$ cat src/rtl/life_pkg.sv
// Shared types for the life grid and its scan/readout blocks.
package life_pkg;

   localparam int GRID_ROWS = 8;
   localparam int GRID_COLS = 8;

   typedef logic [GRID_COLS-1:0] row_t;
   typedef logic [0:GRID_ROWS-1][0:GRID_COLS-1] grid_t;

   typedef enum logic [1:0] {IDLE, SEND, DONE, GAP} scan_state_t;

endpackage

$ cat src/rtl/row_popcount.sv
// Combinational live-cell count for one grid row.
module row_popcount
   import life_pkg::*;
(
   input  row_t       row,
   output logic [3:0] count
);

   always_comb begin
      count = '0;
      for (int i = 0; i < GRID_COLS; i++) begin
         count = count + {3'b000, row[i]};
      end
   end

endmodule

$ cat src/rtl/grid_scanner.sv
// Snapshots the life grid on start and streams it one row per valid/ready beat,
// reporting the frame's population. Optional `SCAN_HOLD_EN adds a hold input.
module grid_scanner
   import life_pkg::*;
#(
   parameter int ROWS     = GRID_ROWS,
   parameter int COLS     = GRID_COLS,
   parameter int IDLE_GAP = 0
) (
   input  logic                                clk,
   input  logic                                _rst,
   input  logic [0:ROWS-1][0:COLS-1]           grid,
   input  logic                                start,
`ifdef SCAN_HOLD_EN
   input  logic                                hold,
`endif
   output logic                                busy,
   output logic [COLS-1:0]                     row_data,
   output logic [((ROWS > 1) ? $clog2(ROWS) : 1)-1:0] row_idx,
   output logic                                row_valid,
   input  logic                                row_ready,
   output logic                                frame_last,
   output logic                                frame_done,
   output logic [6:0]                          pop_count
);

   localparam int IW = (ROWS > 1) ? $clog2(ROWS) : 1;
   localparam int GW = (IDLE_GAP > 0) ? $clog2(IDLE_GAP + 1) : 1;
   localparam logic [IW-1:0] LAST = IW'(ROWS - 1);

   scan_state_t                state;
   logic [0:ROWS-1][0:COLS-1]  snap;
   logic [IW-1:0]              idx;
   logic [IW-1:0]              next_idx;
   logic [COLS-1:0]            data;
   logic [6:0]                 acc;
   logic [6:0]                 acc_next;
   logic [6:0]                 pop;
   logic [GW-1:0]              gap_cnt;
   logic [3:0]                 row_cnt;
   logic                       valid;
   logic                       accept;
   logic                       transfer;

`ifdef SCAN_HOLD_EN
   assign accept = start && !hold;
   assign valid  = (state == SEND) && !hold;
`else
   assign accept = start;
   assign valid  = (state == SEND);
`endif

   assign transfer = valid && row_ready;
   assign next_idx = idx + 1'b1;
   assign acc_next = acc + {3'b000, row_cnt};

   row_popcount u_row_popcount (
      .row   (data),
      .count (row_cnt)
   );

   always_ff @(posedge clk or negedge _rst) begin
      if (!_rst) begin
         state   <= IDLE;
         snap    <= '0;
         idx     <= '0;
         data    <= '0;
         acc     <= '0;
         pop     <= '0;
         gap_cnt <= '0;
      end else begin
         case (state)
            IDLE: begin
               if (accept) begin
                  snap  <= grid;
                  data  <= grid[0];
                  idx   <= '0;
                  acc   <= '0;
                  state <= SEND;
               end
            end
            SEND: begin
               if (transfer) begin
                  acc <= acc_next;
                  if (idx == LAST) begin
                     // pop_count is already final while frame_done is high
                     idx   <= '0;
                     pop   <= acc_next;
                     state <= DONE;
                  end else begin
                     idx  <= next_idx;
                     data <= snap[next_idx];
                  end
               end
            end
            DONE: begin
               if (IDLE_GAP > 0) begin
                  gap_cnt <= GW'(IDLE_GAP - 1);
                  state   <= GAP;
               end else begin
                  state <= IDLE;
               end
            end
            GAP: begin
               if (gap_cnt == '0) state <= IDLE;
               else               gap_cnt <= gap_cnt - 1'b1;
            end
            default: state <= IDLE;
         endcase
      end
   end

   assign busy       = (state != IDLE);
   assign row_valid  = valid;
   assign row_idx    = idx;
   assign row_data   = data;
   assign frame_last = valid && (idx == LAST);
   assign frame_done = (state == DONE);
   assign pop_count  = pop;

endmodule

$ cat config.mk
export PLATFORM = sky130hd
export DESIGN_NAME = grid_scanner
export DESIGN_NICKNAME = d
export VERILOG_FILES = /design/src/rtl/life_pkg.sv /design/src/rtl/row_popcount.sv /design/src/rtl/grid_scanner.sv
export SDC_FILE = /design/constraint.sdc
export NUM_CORES = 1
export LEC_CHECK = 0
export CELL_PAD_IN_SITES_DETAIL_PLACEMENT = 1
export CELL_PAD_IN_SITES_GLOBAL_PLACEMENT = 1
export CORE_AREA = 2 2 126 128
export CTS_CLUSTER_SIZE = 20
export DETAILED_ROUTE_END_ITERATION = 7
export DIE_AREA = 0 0 128 130
export PLACE_DENSITY = 0.66
export SETUP_SLACK_MARGIN = 0.3
export SLEW_MARGIN = 20
export SYNTH_ARGS = -nofsm -noshare
export SYNTH_HDL_FRONTEND = slang
export SYNTH_HIERARCHICAL = 1
export SYNTH_SLANG_ARGS = --single-unit
$ cat constraint.sdc
create_clock -name clk -period 3.43 [get_ports clk]
set_input_delay 0.343 -clock clk [delete_from_list [all_inputs] [get_ports clk]]
set_output_delay 0.343 -clock clk [all_outputs]
set_load 0.005 [all_outputs]
==> impl_metrics.yaml <==
drt:
  wl_microns: 11180
  routed_via_density: 4.763
  vias: 3020
  first_pass_iters: 5
  final_antenna_net_count: 0
  drt_iter0_drc: 79
  wl_per_cell_microns: 17.63
  drcViolationCount: 0
setup_path:
  cp-start-kind: "flop"
  worstPathArrival_ps: 4090
  cp-end-kind: "flop"
  timing_worst_setup_path_type: "reg -> reg"
  crit_fanout: 3
  required_ps: 3670
cells_and_area:
  layout.nets: 519
  diodes: 0
  areaGrowthSynthToFinish_pct: 35.83
  fillers: 1635
  layout.cells.non_filler: 634
  final-seq-area_sq_um: 2277
  multi_input_area_sq_um: 2092
  layout-drive-gt1-share_pct: 30.32
die:
  row_count: 46
  initial_core_util_pct: 28.96
  ios: 90
  die-area_sq_um: 16640
  dieWidth_microns: 128
  die_h_microns: 130
  coreArea_sq_um: 15420
outcome:
  status: "finished with violations"
  violations: "setup timing"
clock_tree:
  ctsHoldBuffers: 0
  clk_pin_slew_ps: 60
  cts_inserted_buffers: 9
  clk_path_buf_depth: 2
  clock_latency_ps: 350
  h-tree-depth: 3
  root_buffer: "clkbuf_16"
  cts.sink_count: 91
  cts_tree: "yes"
global_routing:
  globalRouteTotalUtil_pct: 14.60
  use_met2_pct: 25.13
  grt_overflow: 0
  grt_max_degree: 50
  grt.busiest_layer: "met2"
  grt_first_pass_wirelength_microns: 18430
  use_met3_pct: 4.510
  grt_antenna_before_repair: 0
  use_met1_pct: 18.01
  grt_pass1_vias: 3409
synth:
  synth_cells: 331
  yosys_most_used_dff: "dfrtp_1"
  async_flop_share_pct: 100.0
  synth.most_common_cell: "dfrtp_1"
  ys_seq_area_share_pct: 50.98
  ys_warn_count: 6
  synthesis.nets: 413
  synth_area_sq_um: 4467
  ys_types: 38
  synth_top_area_share_pct: 50.98
  synth_common_cells: "dfrtp_1, mux2_2, inv_1"
  avgSynthCellArea_sq_um: 13.49
  synth_edf_count: 0
  yosysTopAreaCell: "dfrtp_1"
  ys_seq_elements: 91
  synthTopCellsByArea: "dfrtp_1, mux2_2, mux4_2"
timing:
  fin_crit_sh_pct: 112.4
  drv_slew: 0
  period_needed_ps: 3854
  finalWorstSetupSlack_ps: -424.2
  slew_headroom_pct: 55.53
  worstMarginPinSlew_ps: 667.0
  rsz0062_at_grt: "true"
  fin_skew_ps: 6.439
  fmax_ghz: 0.2595
  hold_ws_ps: 17.48
  setup_viol: 12
  hold_violations: 0
placement:
  portBuffers: 89
  placedCellCount: 612
  place.gp.congestion: 0.8047
  dpl.hpwl_microns: 8178
min_path:
  hp-class: "in -> async"
run:
  drv_cap: 0
==> critical path, cell delays in order, from the launching register on <==
cell     delay (ps)
dfrtp_1         360
inv_2            50
fa_1            500
fa_1            540
fa_1            410
inv_1            70
ha_2            170
inv_2            40
fa_1            440
inv_2            90
inv_2            40
fa_2            370
nor2b_4         160
o31a_1          210
o21ai_1          70
a22o_1          220
==> registers in the layout, summed over array words and instances, names as in the netlist <==
signal     cells
acc            7
state          2
row_data       8
snap          64
row_idx        3
pop_count      7
==> kinds of logic after synthesis <==
| kind of cell | synth area share [%] |
|---|---|
| compound gates | 7.675 |
| mux | 26.83 |
| simple gates | 4.538 |
| xor+xnor | 0.9803 |
| fa+ha+maj | 4.762 |
| buf+inv | 4.230 |
| flops | 50.98 |
==> placed cells by master (no fill, tap or decap), types with 2 or more instances in the layout <==
cell	netlist	routed
o21ai_0	12	7
a21o_1	2	2
nor2b_1	3	2
o21a_1	10	10
inv_2	0	6
o21ai_1	0	4
or2_2	3	3
mux2i_1	8	8
a21oi_1	6	5
xnor2_1	4	2
a22o_1	2	2
dfrtp_1	91	91
o32a_1	8	8
xnor2_2	0	2
nand2b_1	2	2
mux4_1	7	7
ha_1	9	6
fa_1	5	4
nor2_1	12	11
ha_4	0	2
buf_4	2	21
clkbuf_1	5	2
inv_1	21	15
clkdlybuf4s50_1	0	88
nand2_1	17	17
clkbuf_16	0	9
buf_6	1	4
mux4_2	9	9
mux2_2	65	65
nand3_1	4	4
clkinv_2	0	2
==> repair_timing <==
| item | CTS | global route |
|---|---|---|
| gates resized for setup | 11 | 9 |
| setup endpoints to repair | 12 | 12 |
| pin swaps | 9 | 11 |
| setup buffers | 4 | 2 |
==> path summary, 6_finish.rpt <==
check,to,depth (start not counted),start,slack (ps)
worst max-delay path,acc[6],15,row_data[3],-420
worst min-delay path,pop_count[0],1,_rst,20
worst max register to register,acc[6],15,row_data[3],-420
worst min register to register,pop_count[1],2,pop_count[1],480
max in group asynchronous,snap[47],2,_rst,2640
min in group clk,pop_count[1],2,pop_count[1],480
==> through the flow <==
step	setup slack, ps	setup TNS, ps	area (sq um)	utilization (%)
after CTS	-461.2	-4210	6020	39.03
final	-424.2	-3872	6067	39.33
after global placement	-346.5	-2810	5644	36.59
after global routing	-577.2	-5707	6067	39.33
after floorplan	-313.0	-1935	4483	-
after detailed placement	-497.0	-4452	5644	36.59
==> layout make-up <==
cell class / count / share of cell area [%]
clock inverter: 4 / 0.8043
timing repair buffer: 113 / 17.86
multi-input combinational: 201 / 34.48
inverter: 21 / 1.299
tap: 192 / 3.960
clock buffer: 12 / 4.063
sequential: 91 / 37.53
==> metal layers <==
layer | vias to the layer above | part of all wire (%)
li1 | 1402 | -
met1 | 1551 | 44
met2 | 57 | 50
met3 | 10 | 5.0
met4 | 0 | 1.0
met5 | - | 0
Power is left out: the tool's default activity adds up to more than one toggle a clock period on the data nets, which glitch-free logic cannot reach.
